$ cat config.mk
export PLATFORM = sky130hd
export DESIGN_NAME = vs_tx_arbiter
export DESIGN_NICKNAME = d
export VERILOG_FILES = /design/src/rtl/vs_tx_arbiter.sv
export SDC_FILE = /design/constraint.sdc
export NUM_CORES = 1
export LEC_CHECK = 0
export ABC_AREA = 1
export BUFFER_PORTS_ARGS = -buffer_cell sky130_fd_sc_hd__buf_2
export CORE_MARGIN = 4
export CORE_UTILIZATION = 50
export DETAILED_ROUTE_END_ITERATION = 6
export GPL_TIMING_DRIVEN = 1
export HOLD_SLACK_MARGIN = 0.06
export PLACE_DENSITY = 0.83
export SLEW_MARGIN = 20
export SYNTH_ARGS = -nofsm -noshare
export SYNTH_HDL_FRONTEND = slang
export SYNTH_SLANG_ARGS = --single-unit
$ cat constraint.sdc
create_clock -name CLK -period 2.6 [get_ports CLK]
set_input_delay 0.39 -clock CLK [delete_from_list [all_inputs] [get_ports CLK]]
set_output_delay 0.39 -clock CLK [all_outputs]
set_load 0.02 [all_outputs]
$ cat src/rtl/vs_tx_arbiter.sv
// vs_tx_arbiter
// Two-requester byte-stream arbiter in front of a UART transmitter.
// A grant is held for a whole message (until a byte flagged LAST is sent).
// Ties in IDLE are broken round-robin against the previous owner.
// Each byte takes three cycles: OWN (accept), STB (load strobe) and GAP
// (the transmitter's idle flag is not trusted yet).
// Optional feature macro: VS_TX_ARB_TIMEOUT_EN. When it is defined, an owner
// that keeps its VALID low for TIMEOUT cycles in OWN loses the grant and
// TO_ERR pulses. When it is undefined, TO_ERR is tied low and an owner may
// stall forever.
module vs_tx_arbiter #(
    parameter int TIMEOUT = 1000
) (
    input  logic       CLK,
    input  logic       SYS_NRST,
    input  logic       R0_VALID,
    input  logic [7:0] R0_DATA,
    input  logic       R0_LAST,
    output logic       R0_READY,
    input  logic       R1_VALID,
    input  logic [7:0] R1_DATA,
    input  logic       R1_LAST,
    output logic       R1_READY,
    input  logic       TX_RDY,
    output logic [7:0] TX_DATA,
    output logic       TX_STB,
    output logic [1:0] GNT,
    output logic       BUSY,
    output logic       TO_ERR
);

    typedef enum logic [1:0] {
        ST_IDLE = 2'd0,
        ST_OWN  = 2'd1,
        ST_STB  = 2'd2,
        ST_GAP  = 2'd3
    } state_t;

    // A zero timeout would release an owner before it could ever stall.
    if (TIMEOUT < 1) begin : g_timeout_check
        $error("vs_tx_arbiter: TIMEOUT must be at least 1");
    end

    // One-hot grant vector for requester index idx.
    function automatic logic [1:0] grant_vec(input logic idx);
        grant_vec = idx ? 2'b10 : 2'b01;
    endfunction

    state_t      state_r;
    state_t      state_s;
    logic [1:0]  gnt_r;
    logic        busy_r;
    logic [7:0]  tx_data_r;
    logic        tx_stb_r;
    logic        last_flag_r;
    logic        last_owner_r;
    logic        to_err_r;

    logic        own_valid_s;
    logic [7:0]  own_data_s;
    logic        own_last_s;
    logic        owner_idx_s;
    logic        req_any_s;
    logic        winner_s;
    logic        accept_s;
    logic        timeout_hit_s;
    logic        r0_ready_s;
    logic        r1_ready_s;

    // Select the current owner's stream; nothing is selected without a grant.
    always_comb begin
        own_valid_s = 1'b0;
        own_data_s  = 8'h00;
        own_last_s  = 1'b0;
        owner_idx_s = 1'b0;
        if (gnt_r[1]) begin
            own_valid_s = R1_VALID;
            own_data_s  = R1_DATA;
            own_last_s  = R1_LAST;
            owner_idx_s = 1'b1;
        end else if (gnt_r[0]) begin
            own_valid_s = R0_VALID;
            own_data_s  = R0_DATA;
            own_last_s  = R0_LAST;
            owner_idx_s = 1'b0;
        end else begin
            own_valid_s = 1'b0;
            own_data_s  = 8'h00;
            own_last_s  = 1'b0;
            owner_idx_s = 1'b0;
        end
    end

    // Round-robin winner: on a tie the requester that did not own last wins.
    always_comb begin
        req_any_s = R0_VALID | R1_VALID;
        winner_s  = 1'b0;
        if (R0_VALID && R1_VALID) begin
            winner_s = ~last_owner_r;
        end else if (R1_VALID) begin
            winner_s = 1'b1;
        end else begin
            winner_s = 1'b0;
        end
    end

    assign accept_s = (state_r == ST_OWN) && own_valid_s && TX_RDY;

`ifdef VS_TX_ARB_TIMEOUT_EN
    localparam int CNT_W = $clog2(TIMEOUT + 1);
    localparam logic [CNT_W-1:0] CNT_ZERO  = {CNT_W{1'b0}};
    localparam logic [CNT_W-1:0] CNT_ONE   = CNT_W'(1);
    localparam logic [CNT_W-1:0] CNT_LIMIT = CNT_W'(TIMEOUT - 1);

    logic [CNT_W-1:0] to_cnt_r;

    // The stall that would make the count reach TIMEOUT releases the grant.
    assign timeout_hit_s = (state_r == ST_OWN) && !own_valid_s && (to_cnt_r == CNT_LIMIT);

    // Count consecutive owner-stall cycles in OWN; any VALID or other state clears.
    always_ff @(posedge CLK or negedge SYS_NRST) begin
        if (!SYS_NRST) begin
            to_cnt_r <= CNT_ZERO;
        end else if ((state_r == ST_OWN) && !own_valid_s && !timeout_hit_s) begin
            to_cnt_r <= to_cnt_r + CNT_ONE;
        end else begin
            to_cnt_r <= CNT_ZERO;
        end
    end
`else
    assign timeout_hit_s = 1'b0;
`endif

    // State register.
    always_ff @(posedge CLK or negedge SYS_NRST) begin
        if (!SYS_NRST) begin
            state_r <= ST_IDLE;
        end else begin
            state_r <= state_s;
        end
    end

    // Next-state logic.
    always_comb begin
        state_s = state_r;
        case (state_r)
            ST_IDLE: begin
                if (req_any_s) begin
                    state_s = ST_OWN;
                end else begin
                    state_s = ST_IDLE;
                end
            end
            ST_OWN: begin
                if (timeout_hit_s) begin
                    state_s = ST_IDLE;
                end else if (accept_s) begin
                    state_s = ST_STB;
                end else begin
                    state_s = ST_OWN;
                end
            end
            ST_STB: begin
                state_s = ST_GAP;
            end
            ST_GAP: begin
                if (last_flag_r) begin
                    state_s = ST_IDLE;
                end else begin
                    state_s = ST_OWN;
                end
            end
            default: begin
                state_s = ST_IDLE;
            end
        endcase
    end

    // Combinational READY: only the owner, only in OWN, only with the transmitter idle.
    always_comb begin
        r0_ready_s = 1'b0;
        r1_ready_s = 1'b0;
        if (accept_s) begin
            r0_ready_s = ~owner_idx_s;
            r1_ready_s = owner_idx_s;
        end else begin
            r0_ready_s = 1'b0;
            r1_ready_s = 1'b0;
        end
    end

    // Grant, byte latch, strobe and timeout pulse registers.
    always_ff @(posedge CLK or negedge SYS_NRST) begin
        if (!SYS_NRST) begin
            gnt_r        <= 2'b00;
            busy_r       <= 1'b0;
            tx_data_r    <= 8'h00;
            tx_stb_r     <= 1'b0;
            last_flag_r  <= 1'b0;
            last_owner_r <= 1'b1;
            to_err_r     <= 1'b0;
        end else begin
            tx_stb_r <= accept_s;
            to_err_r <= timeout_hit_s;
            case (state_r)
                ST_IDLE: begin
                    if (req_any_s) begin
                        gnt_r  <= grant_vec(winner_s);
                        busy_r <= 1'b1;
                    end
                end
                ST_OWN: begin
                    if (timeout_hit_s) begin
                        gnt_r        <= 2'b00;
                        busy_r       <= 1'b0;
                        last_owner_r <= owner_idx_s;
                    end else if (accept_s) begin
                        tx_data_r   <= own_data_s;
                        last_flag_r <= own_last_s;
                    end
                end
                ST_STB: begin
                    gnt_r <= gnt_r;
                end
                ST_GAP: begin
                    if (last_flag_r) begin
                        gnt_r        <= 2'b00;
                        busy_r       <= 1'b0;
                        last_owner_r <= owner_idx_s;
                    end
                end
                default: begin
                    gnt_r  <= 2'b00;
                    busy_r <= 1'b0;
                end
            endcase
        end
    end

    assign R0_READY = r0_ready_s;
    assign R1_READY = r1_ready_s;
    assign TX_DATA  = tx_data_r;
    assign TX_STB   = tx_stb_r;
    assign GNT      = gnt_r;
    assign BUSY     = busy_r;
    assign TO_ERR   = to_err_r;

endmodule

==> results.md, run 1 <==
| Stage | Metric | Reported |
|---|---|---|
| synth | Synthesized-area fraction occupied by ao, oa, aoi and oai cells | 0.0383 |
| synth | Number of nets in the synthesized netlist | 154 |
| synth | Synthesis Warnings | 0 |
| final layout | Most frequent cells in the layout | sky130_fd_sc_hd__nand2_1, sky130_fd_sc_hd__buf_2, sky130_fd_sc_hd__dfrtp_1 |
| synth | Gate count after technology mapping | 126 |
| sta | Post-route fraction of the period consumed by the critical path | 0.864 |
| final layout | Layout Area Growth over Synthesis | 23.7% |
| cts | Root buffer selected by CTS | sky130_fd_sc_hd__clkbuf_4 |
| global route | Pin count of the biggest net entering global routing | 17 |
| drt | DRC Markers | 0 |
| placed design | DP HPWL | 1660 um |
| pwr | Pleak | 0.694 nW |
| global route | Gr usage total | 0.176 |
| placed design | Gpl congestion | 0.790 |
| drt | Wire length per cell after detailed routing | 11.5 um |
| sta | Clock Skews | 0.000809 ns |
| floorplan | Cell row count | 15 |
| synth | Proportion of synthesized chip area in sequential cells | 0.439 |
| drt | Aggregate routed wire length | 2130 um |
| cts | Number of levels in the clock H-tree | 1 |
| drt | Ratio of routed vias to standard cells | 4.77 |
| final layout | Combined area of the multi-input logic cells | 419 um^2 |
| drt | Number of iterations in the first detailed-routing pass | 4 |
| sta | Final number of hold-violating endpoints | 0 |
| floorplan | Horizontal die dimension | 50.8 um |
| synth | Largest family of logic cells by synthesized area | simple AND/OR/NAND/NOR gates |
| cts | Worst skew pair latency | 0.28 ns |
| placed design | Number of cells after detailed placement | 181 |
| outcome | Result of the run | finished clean |
| final layout | Count of fill cells added during filler insertion | 149 |
| floorplan | DIE HEIGHT | 50.8 um |
| cts | Max clock buf depth | 2 |
| final layout | Fin nets | 190 |
| synth | Largest area contributor in the synthesized netlist | sky130_fd_sc_hd__dfrtp_1 |
| cts | Gates resized, CTS repair | 0 |
| floorplan | Standard cell core area | 0.00173 mm^2 |
| final layout | FF+latch area | 402 um^2 |
| global route | Number of global-route vias before repair | 816 |
| final layout | Share of layout cells above drive strength 1 | 0.280 |
| drt | DR vias | 887 |
| synth | Post-Synthesis Cell Area | 915 um^2 |
| synth | Number of synthesized register bits | 16 |
| critical path | Arrival time of the worst setup path | 1.86 ns |
| floorplan | Initial core utilization | 0.530 |
| pwr | Net switching power figure | 0.598 mW |
| final layout | Commonest non-fill, non-tap cell in the layout | sky130_fd_sc_hd__nand2_1 |
| synth | Share of synthesized cell area in and, or, nand and nor gates | 0.347 |
| pwr | Portion of total power attributed to the clock network | 0.128 |
| final layout | N_diodes | 0 |
| synth | Synth area leaders | sky130_fd_sc_hd__dfrtp_1, sky130_fd_sc_hd__nand2_1, sky130_fd_sc_hd__ha_1 |
| placed design | Pre-CTS worst setup slack | 0.658 ns |
| cts | CTS tree | done |
| min path | Class of the tightest hold or removal check | input pin to flip-flop |
| floorplan | Boundary pin count | 38 |
| sta | Setup slack of the critical path after layout | 0.353 ns |
| drt | Initial drt markers | 25 |
| synth | Avg Cell Area, Syn | 7.26 um^2 |
| pwr | Fraction of power consumed by combinational cells | 0.511 |
| global route | Global-route wire length before repair | 3450 um |
| sta | Fin. max-slew vios | 0 |
| synth | Area fraction of the dominant cell type after synthesis | 0.410 |
| flow run | Max-capacitance violation count | 0 |
| sta | Achievable frequency | 445 MHz |
| global route | Initial antenna violation count | 0 |
| sta | Clock period minus worst slack | 2.25 ns |
| sta | RSZ-0062 raised after global routing | false |
| global route | Sum of overflow across all layers after global routing | 0 |
| pwr | Worst IR drop on VDD | 0.705 mV |
| final layout | Number of cells in the finished layout apart from fillers | 186 |
| pwr | Sequential power share | 0.361 |
| pwr | Power density over the cells | 1130 mW/mm^2 |
| drt | Antenna Violating Nets Remaining | 0 |
| placed design | Number of input and output port buffers inserted | 36 |
| pwr | Pint | 0.682 mW |
| pwr | Net Sw Frac | 0.467 |
| cts | Number of sinks driven by the clock tree | 16 |
| critical path | Critical path start-end classification | flip-flop to primary output |
| cts | Clock buffers created by TritonCTS | 3 |
| sta | Count of final setup violators | 0 |
| critical path | Required time at the endpoint of the critical path | 2.21 ns |
| sta | Fin Hold WS | 0.396 ns |
| cts | Clock transition at the registers of the reported paths | 0.10 ns |
| pwr | Design Power | 1.28 mW |
| critical path | Type of element capturing the critical path | primary output |
| synth | Share of synthesized area spent on multiplexers | 0 |
| critical path | Critical path launch point type | flip-flop |
| critical path | Max FO, Critical Path | 13 |
| sta | Total Negative Setup Slacks | 0 ns |
| floorplan | Die area | 0.00258 mm^2 |
| synth | Synthesized-area fraction occupied by xor and xnor cells | 0 |
| synth | Post-synthesis adder-cell area fraction | 0.0684 |
| synth | Number of unique standard cell types used by synthesis | 17 |
-- stage by stage --
stage / util / cell area [um^2]
6_report: 0.655 / 1130
3_5_place_dp: 0.628 / 1080
4_1_cts: 0.655 / 1130
5_1_grt: 0.655 / 1130
2_1_floorplan: - / 915
3_3_place_gp: 0.628 / 1080
-- power by group through the flow --
stage | Clock, mW | Combinational (mW) | Sequential (mW)
floorplan | 0 | 0.404 | 0.538
global placement | 0 | 0.634 | 0.460
detailed placement | 0 | 0.654 | 0.468
CTS | 0.167 | 0.660 | 0.461
global route | 0.177 | 0.734 | 0.478
finish | 0.164 | 0.655 | 0.462
-- worst paths after layout --
path | startpoint | slack (ns) | depth (start not counted) | to
worst max-delay path | flip-flop | 0.35 | 9 | R1_READY
worst max register to register | flip-flop | 1.09 | 8 | TX_DATA[2]$_DFFE_PN0P_
min in group asynchronous | SYS_NRST | 0.54 | 2 | TX_STB$_DFF_PN0_
worst min register to register | TX_DATA[5]$_DFFE_PN0P_ | 0.48 | 2 | TX_DATA[5]$_DFFE_PN0P_
max in group asynchronous | SYS_NRST | 1.75 | 2 | last_owner_r$_DFFE_PN1P_
worst min-delay path | R1_DATA[1] | 0.40 | 5 | TX_DATA[1]$_DFFE_PN0P_
-- cells in the mapped netlist, drive strengths merged --
master	count
o21ai	4
nor2	4
a21oi	3
ha	5
conb	1
nand3	12
dfrtp	15
buf	7
nor3	1
dfstp	1
inv	12
nand2	60
nand3b	1
-- layer usage --
layer / vias up / GRT usage / share of wire
met4: 0 / 0.0583 / 0.0089
met1: 400 / 0.196 / 0.42
met2: 28 / 0.328 / 0.52
li1: 455 / - / -
met3: 4 / 0.0386 / 0.047
met5: - / 0 / 0
-- cells by family (layout without fill, tap and decap cells) --
kind of cell | after synthesis | in the layout
flip-flops | 16 | 16
other | 1 | 1
AO/OA/AOI/OAI | 7 | 7
AND/OR/NAND/NOR | 78 | 78
buffers and inverters | 19 | 54
adder cells (fa/ha/maj) | 5 | 5
-- worst max-delay path, cell delays in order, from the launching register on --
cell                      delay (ns)
sky130_fd_sc_hd__dfrtp_1        0.43
sky130_fd_sc_hd__inv_1          0.12
sky130_fd_sc_hd__ha_1           0.17
sky130_fd_sc_hd__nand2_1        0.05
sky130_fd_sc_hd__inv_1          0.06
sky130_fd_sc_hd__nand3_2        0.23
sky130_fd_sc_hd__inv_2          0.24
sky130_fd_sc_hd__nand2_1        0.07
sky130_fd_sc_hd__inv_1          0.05
sky130_fd_sc_hd__buf_2          0.15
-- repair_timing --
item | CTS | global route
buffers inserted | 0 | 0
hold buffers | 1 | 0
endpoints found under the hold margin | 15 | 0
-- state kept, by name (all words and copies together), names as in the netlist, named ones only --
register	cells
GNT	2
last_flag_r	1
BUSY	1
state_r	1
last_owner_r	1
TX_STB	1
TX_DATA	8
-- layout make-up --
cell class | instances | area share
tap | 25 | 0.0277
clock buffer | 4 | 0.0321
timing repair buffer | 38 | 0.175
inverter | 12 | 0.0398
sequential | 16 | 0.355
multi-input combinational | 91 | 0.371
Note: power is estimated with default switching activity, not from simulation.
==> run 2, diff against run 1 <==
CORE_UTILIZATION = 40   (was 50)
PLACE_DENSITY = 0.69   (was 0.83)
SETUP_SLACK_MARGIN = 0.15   (was unset)
==> results.md, run 2 (synthesized netlist as in run 1, its figures left out) <==
| Stage | Metric | Reported | Change |
|---|---|---|---|
| outcome | Result of the run | finished clean | unchanged |
| drt | Antenna Violating Nets Remaining | 0 | unchanged |
| drt | Number of iterations in the first detailed-routing pass | 4 | unchanged |
| global route | Number of global-route vias before repair | 810 | was 816 |
| pwr | Pint | 0.654 mW | was 0.682 mW |
| sta | Final number of hold-violating endpoints | 0 | unchanged |
| sta | Fin. max-slew vios | 0 | unchanged |
| floorplan | Initial core utilization | 0.417 | was 0.530 |
| drt | DRC Markers | 0 | unchanged |
| pwr | Fraction of power consumed by combinational cells | 0.525 | was 0.511 |
| placed design | DP HPWL | 1600 um | was 1660 um |
| cts | Root buffer selected by CTS | sky130_fd_sc_hd__clkbuf_4 | unchanged |
| cts | Number of buffers added for setup after CTS | 0 | unchanged |
| min path | Worst hold path stage count | 5 | unchanged |
| critical path | Arrival time of the worst setup path | 1.87 ns | was 1.86 ns |
| critical path | Worst-path cell chain | inv_1 > ha_1 > nand2_1 > inv_1 > nand3_2 > inv_2 > nand2_1 > inv_1 > buf_2 | unchanged |
| pwr | Worst IR drop on VDD | 0.555 mV | was 0.705 mV |
| cts | Worst skew pair latency | 0.28 ns | about the same |
| sta | RSZ-0062 raised after global routing | false | unchanged |
| pwr | Pleak | 0.688 nW | was 0.694 nW |
| floorplan | DIE HEIGHT | 55.8 um | was 50.8 um |
| final layout | N_diodes | 0 | unchanged |
| placed design | Area of placed instances | 0.00109 mm^2 | was 0.00108 mm^2 |
| drt | Met2 wirelength from detailed routing | 1020 um | was 1110 um |
| cts | Number of sinks driven by the clock tree | 16 | unchanged |
| pwr | Net switching power figure | 0.582 mW | was 0.598 mW |
| drt | Initial drt markers | 28 | was 25 |
| drt | Aggregate routed wire length | 2100 um | was 2130 um |
| critical path | Cell repeated most along the worst path | sky130_fd_sc_hd__inv_1 | unchanged |
| critical path | Reg-to-reg critical path endpoint | last_flag_r$_DFFE_PN0P_ | was TX_DATA[2]$_DFFE_PN0P_ |
| final layout | Share of layout cells above drive strength 1 | 0.273 | was 0.280 |
| global route | Pin count of the biggest net entering global routing | 17 | unchanged |
| critical path | Type of element capturing the critical path | primary output | unchanged |
| floorplan | Horizontal die dimension | 55.8 um | was 50.8 um |
| critical path | Register-to-register setup slack | 1.08 ns | was 1.09 ns |
| sta | Total Negative Setup Slacks | 0 ns | unchanged |
| pwr | Sequential power share | 0.364 | was 0.361 |
| pwr | Design Power | 1.24 mW | was 1.28 mW |
| drt | DR vias | 856 | was 887 |
| drt | Detailed-route wire length on metal 1 | 937 um | was 903 um |
| global route | Sum of overflow across all layers after global routing | 0 | unchanged |
| cts | Clock transition at the registers of the reported paths | 0.09 ns | was 0.10 ns |
| final layout | Max FFs per register | 8 | unchanged |
| sta | Count of final setup violators | 0 | unchanged |
| placed design | Gpl congestion | 0.784 | was 0.790 |
| flow run | Max-capacitance violation count | 0 | unchanged |
| critical path | Required time at the endpoint of the critical path | 2.21 ns | about the same |
| drt | Wire length per cell after detailed routing | 11.1 um | was 11.5 um |
| final layout | Layout Area Growth over Synthesis | 23.0% | was 23.7% |
| cts | CTS tree | done | unchanged |
| critical path | Max FO, Critical Path | 13 | unchanged |
| global route | Gr usage total | 0.138 | was 0.176 |
| final layout | Fin nets | 190 | unchanged |
| final layout | Post-route cell area | 0.00112 mm^2 | was 0.00113 mm^2 |
| pwr | Portion of total power attributed to the clock network | 0.110 | was 0.128 |
| cts | Max clock buf depth | 2 | unchanged |
| critical path | CP max-delay cell | sky130_fd_sc_hd__dfrtp_1 | unchanged |
| cts | Clock buffers created by TritonCTS | 3 | unchanged |
| floorplan | Die area | 0.00312 mm^2 | was 0.00258 mm^2 |
| final layout | Commonest non-fill, non-tap cell in the layout | sky130_fd_sc_hd__nand2_1 | unchanged |
| cts | Number of levels in the clock H-tree | 1 | unchanged |
| critical path | Critical path start-end classification | flip-flop to primary output | unchanged |
| drt | Highest signal layer in the routed design | met4 | unchanged |
| floorplan | Standard cell core area | 0.00219 mm^2 | was 0.00173 mm^2 |
| min path | Worst-case hold path end point | TX_DATA[4]$_DFFE_PN0P_ | was TX_DATA[1]$_DFFE_PN0P_ |
| sta | Clock period minus worst slack | 2.26 ns | was 2.25 ns |
| final layout | Combined area of the multi-input logic cells | 419 um^2 | unchanged |
| sta | Achievable frequency | 442 MHz | was 445 MHz |
| min path | HP Start | R1_DATA[4] | was R1_DATA[1] |
| pwr | Power density over the cells | 1100 mW/mm^2 | was 1130 mW/mm^2 |
| global route | Initial antenna violation count | 0 | unchanged |
| final layout | FF+latch area | 402 um^2 | unchanged |
| global route | Global-route wire length before repair | 3500 um | was 3450 um |
| critical path | Critical path launch point type | flip-flop | unchanged |
| final layout | Count of fill cells added during filler insertion | 222 | was 149 |
| sta | Post-route fraction of the period consumed by the critical path | 0.870 | was 0.864 |
| critical path | Critical path's largest stage delay | 0.43 ns | about the same |
| floorplan | Cell row count | 17 | was 15 |
| drt | Ratio of routed vias to standard cells | 4.53 | was 4.77 |
| placed design | Number of input and output port buffers inserted | 36 | unchanged |
| pwr | Net Sw Frac | 0.471 | was 0.467 |
| drt | Met3 WL | 129 um | was 101 um |
| critical path | Worst reg-to-reg path cell count | 8 | unchanged |
| floorplan | Boundary pin count | 38 | unchanged |
| min path | Class of the tightest hold or removal check | input pin to flip-flop | unchanged |
| sta | Clock Skews | 0.00196 ns | was 0.000809 ns |
| final layout | Most frequent cells in the layout | sky130_fd_sc_hd__nand2_1, sky130_fd_sc_hd__buf_2, sky130_fd_sc_hd__dfrtp_1 | unchanged |
run 2: cell types whose count changed in the layout (fill, tap and decap cells not counted):
| cell | delta |
|---|---|
| sky130_fd_sc_hd__clkbuf_1 | +1 |
| sky130_fd_sc_hd__clkbuf_8 | -1 |
run 2: how the worst max path moves through the flow:
stage               end  cells after the start  slack (ns)
5_1_grt        R1_READY                      9        0.17
2_1_floorplan  R0_READY                      7        0.92
3_5_place_dp   R1_READY                      9        0.66
6_report       R1_READY                      9        0.34
4_1_cts        R1_READY                      9        0.34
3_3_place_gp   R1_READY                      9        0.72
run 2: what timing repair did:
item	4_1_cts	5_1_grt
hold endpoints to repair	15	0
resized for setup	0	0
hold buffers	1	0
run 2: layout make-up:
cell class / instances / share of cell area
Clock buffer: 4 / 0.0234
Inverter: 12 / 0.0400
Multi-Input combinational cell: 91 / 0.373
Sequential cell: 16 / 0.357
Tap cell: 28 / 0.0311
Timing Repair Buffer: 38 / 0.176
run 2: stage by stage:
| stage | instances | hold slack (ns) | setup WS [ns] | util |
|---|---|---|---|---|
| CTS | 189 | 0.395 | 0.337 | 0.513 |
| floorplan | 126 | 0.0944 | 0.922 | - |
| global route | 189 | 0.411 | 0.166 | 0.513 |
| detailed placement | 184 | 0.327 | 0.656 | 0.497 |
| global placement | 184 | 0.323 | 0.721 | 0.497 |
| finish | 189 | 0.401 | 0.339 | 0.513 |
run 2: power by group through the flow:
stage / clock network (mW) / logic [mW] / registers (mW)
2_1_floorplan: 0 / 0.404 / 0.538
3_3_place_gp: 0 / 0.649 / 0.449
3_5_place_dp: 0 / 0.652 / 0.455
4_1_cts: 0.141 / 0.656 / 0.450
5_1_grt: 0.152 / 0.735 / 0.465
6_report: 0.136 / 0.649 / 0.450
run 2: worst max-delay path: cells and delay by family, from the launching register on:
family | cells | cell delay, ns
adders and majority gates | 1 | 0.17
and+or+nand+nor | 3 | 0.37
DFF | 1 | 0.43
buffers and inverters | 5 | 0.63
run 2: per-layer routing:
| metal | track usage | vias to the layer above |
|---|---|---|
| met4 | 0.0508 | 0 |
| met5 | 0 | - |
| li1 | - | 454 |
| met3 | 0.0278 | 2 |
| met1 | 0.186 | 373 |
| met2 | 0.220 | 27 |
==> run 3, diff against run 2 <==
CORE_ASPECT_RATIO = 0.6   (was unset)
==> results.md, run 3 (synthesized netlist as in run 1, its figures left out) <==
| Stage | Metric | Reported | Change |
|---|---|---|---|
| pwr | Pleak | 0.702 nW | was 0.688 nW |
| final layout | Commonest non-fill, non-tap cell in the layout | sky130_fd_sc_hd__nand2_1 | unchanged |
| critical path | Type of element capturing the critical path | primary output | unchanged |
| sta | Clock Skews | 0.00277 ns | was 0.00196 ns |
| critical path | Worst reg-to-reg path cell count | 8 | unchanged |
| floorplan | Cell row count | 13 | was 17 |
| critical path | Worst-path cell chain | inv_1 > ha_1 > nand2_1 > inv_1 > nand3_2 > inv_2 > nand2_1 > inv_1 > buf_2 | unchanged |
| cts | Number of levels in the clock H-tree | 1 | unchanged |
| final layout | Count of fill cells added during filler insertion | 216 | was 222 |
| drt | DRC Markers | 0 | unchanged |
| cts | Worst skew pair latency | 0.25 ns | was 0.28 ns |
| drt | Antenna Violating Nets Remaining | 0 | unchanged |
| sta | Fin Hold WS | 0.434 ns | was 0.401 ns |
| floorplan | Standard cell core area | 0.00216 mm^2 | was 0.00219 mm^2 |
| drt | DR vias | 864 | was 856 |
| sta | RSZ-0062 raised after global routing | false | unchanged |
| global route | Number of global-route vias before repair | 783 | was 810 |
| cts | CTS tree | done | unchanged |
| cts | Clock transition at the registers of the reported paths | 0.07 ns | was 0.09 ns |
| pwr | Worst IR drop on VDD | 0.429 mV | was 0.555 mV |
| sta | Final number of hold-violating endpoints | 0 | unchanged |
| critical path | CP max-delay cell | sky130_fd_sc_hd__dfrtp_1 | unchanged |
| sta | Count of final setup violators | 0 | unchanged |
| drt | Ratio of routed vias to standard cells | 4.52 | was 4.53 |
| critical path | Arrival time of the worst setup path | 1.82 ns | was 1.87 ns |
| sta | Total Negative Setup Slacks | 0 ns | unchanged |
| sta | Achievable frequency | 452 MHz | was 442 MHz |
| critical path | Critical path launch point type | flip-flop | unchanged |
| cts | Max clock buf depth | 2 | unchanged |
| global route | Sum of overflow across all layers after global routing | 0 | unchanged |
| final layout | Layout Area Growth over Synthesis | 26.4% | was 23.0% |
| final layout | Fin nets | 190 | unchanged |
| sta | Post-route fraction of the period consumed by the critical path | 0.851 | was 0.870 |
| final layout | Share of layout cells above drive strength 1 | 0.280 | was 0.273 |
| final layout | N_diodes | 0 | unchanged |
| critical path | Critical path's largest stage delay | 0.41 ns | was 0.43 ns |
| outcome | Result of the run | finished clean | unchanged |
| floorplan | DIE HEIGHT | 45.0 um | was 55.8 um |
| drt | Initial drt markers | 44 | was 28 |
| floorplan | Boundary pin count | 38 | unchanged |
| critical path | Reg-to-reg critical path endpoint | TX_DATA[6]$_DFFE_PN0P_ | was last_flag_r$_DFFE_PN0P_ |
| placed design | Gpl congestion | 0.742 | was 0.784 |
| min path | Class of the tightest hold or removal check | input pin to flip-flop | unchanged |
| sta | Fin. max-slew vios | 0 | unchanged |
| global route | Global-route wire length before repair | 3480 um | was 3500 um |
| floorplan | Die area | 0.00314 mm^2 | was 0.00312 mm^2 |
| global route | Pin count of the biggest net entering global routing | 17 | unchanged |
| cts | Root buffer selected by CTS | sky130_fd_sc_hd__clkbuf_8 | was sky130_fd_sc_hd__clkbuf_4 |
| critical path | Cell repeated most along the worst path | sky130_fd_sc_hd__inv_1 | unchanged |
| pwr | Power density over the cells | 1150 mW/mm^2 | was 1100 mW/mm^2 |
| critical path | Worst setup path endpoint | R1_READY | unchanged |
| drt | Number of iterations in the first detailed-routing pass | 4 | unchanged |
| placed design | DP HPWL | 1670 um | was 1600 um |
| global route | Initial antenna violation count | 0 | unchanged |
| cts | Number of buffers added for setup after CTS | 0 | unchanged |
| critical path | Register-to-register setup slack | 1.09 ns | was 1.08 ns |
| critical path | Critical path start-end classification | flip-flop to primary output | unchanged |
| cts | Gates resized, CTS repair | 0 | unchanged |
| sta | Clock period minus worst slack | 2.21 ns | was 2.26 ns |
| critical path | Required time at the endpoint of the critical path | 2.21 ns | about the same |
| cts | Clock buffers created by TritonCTS | 3 | unchanged |
| cts | Number of buffers inserted by hold repair at cts | 1 | unchanged |
| floorplan | Horizontal die dimension | 69.7 um | was 55.8 um |
| drt | Aggregate routed wire length | 2160 um | was 2100 um |
| final layout | Most frequent cells in the layout | sky130_fd_sc_hd__nand2_1, sky130_fd_sc_hd__buf_2, sky130_fd_sc_hd__dfrtp_1 | unchanged |
| drt | Wire length per cell after detailed routing | 11.3 um | was 11.1 um |
| global route | Gr usage total | 0.141 | was 0.138 |
| final layout | Max FFs per register | 8 | unchanged |
| critical path | Max FO, Critical Path | 13 | unchanged |
| flow run | Max-capacitance violation count | 0 | unchanged |
| placed design | Number of input and output port buffers inserted | 36 | unchanged |
| cts | Number of sinks driven by the clock tree | 16 | unchanged |
| floorplan | Initial core utilization | 0.423 | was 0.417 |
| pwr | Design Power | 1.33 mW | was 1.24 mW |
[run 3: cell count changes in the layout (fill, tap and decap cells not counted)]
cell	change
sky130_fd_sc_hd__clkbuf_8	+4
sky130_fd_sc_hd__clkbuf_4	-3
sky130_fd_sc_hd__clkbuf_1	-1
[run 3: area by class of cell]
class | instances | area [um^2] | share of cell area
repair buffers | 38 | 198 | 0.171
well taps | 30 | 37.5 | 0.0325
flip-flops and latches | 16 | 402 | 0.347
multi-input cells | 91 | 419 | 0.363
inverters | 12 | 45.0 | 0.0390
clock buffers | 4 | 55.1 | 0.0476
[run 3: how the worst min path moves through the flow]
stage	startpoint	endpoint	cells past startpoint
after floorplan	SYS_NRST	BUSY$_DFFE_PN0P_	0
after global placement	SYS_NRST	TX_DATA[3]$_DFFE_PN0P_	1
after detailed placement	SYS_NRST	TX_DATA[1]$_DFFE_PN0P_	1
after CTS	R1_DATA[0]	TX_DATA[0]$_DFFE_PN0P_	5
after global routing	R1_DATA[1]	TX_DATA[1]$_DFFE_PN0P_	5
final	R1_DATA[0]	TX_DATA[0]$_DFFE_PN0P_	5
[run 3: per-layer routing]
| layer | vias up | GRT usage | routed length (um) |
|---|---|---|---|
| li1 | 453 | - | - |
| met1 | 380 | 0.209 | 1150 |
| met2 | 31 | 0.195 | 841 |
| met3 | 0 | 0.0578 | 169 |
| met4 | 0 | 0.0229 | 0 |
| met5 | - | 0 | 0 |
[run 3: report_power, final]
part	total (mW)	internal [mW]	leakage, nW	switching (mW)
Sequential	0.452	0.370	0.200	0.0815
Clock	0.223	0.134	0.0288	0.0884
Combinational	0.659	0.226	0.474	0.432
Total	1.33	0.731	0.702	0.602
[run 3: through the flow]
stage	cell area (um^2)	cells	setup slack, ns	util
after CTS	1160	191	0.384	0.534
after detailed placement	1090	186	0.654	0.504
after global routing	1160	191	0.185	0.534
final	1160	191	0.387	0.534
after floorplan	915	126	0.922	-
after global placement	1090	186	0.725	0.504
[run 3: critical path: cells and delay by family (launching register included)]
family / cells / cell delay [ns]
buffers and inverters: 5 / 0.62
flip-flops: 1 / 0.41
AND/OR/NAND/NOR: 3 / 0.35
adder cells (fa/ha/maj): 1 / 0.18
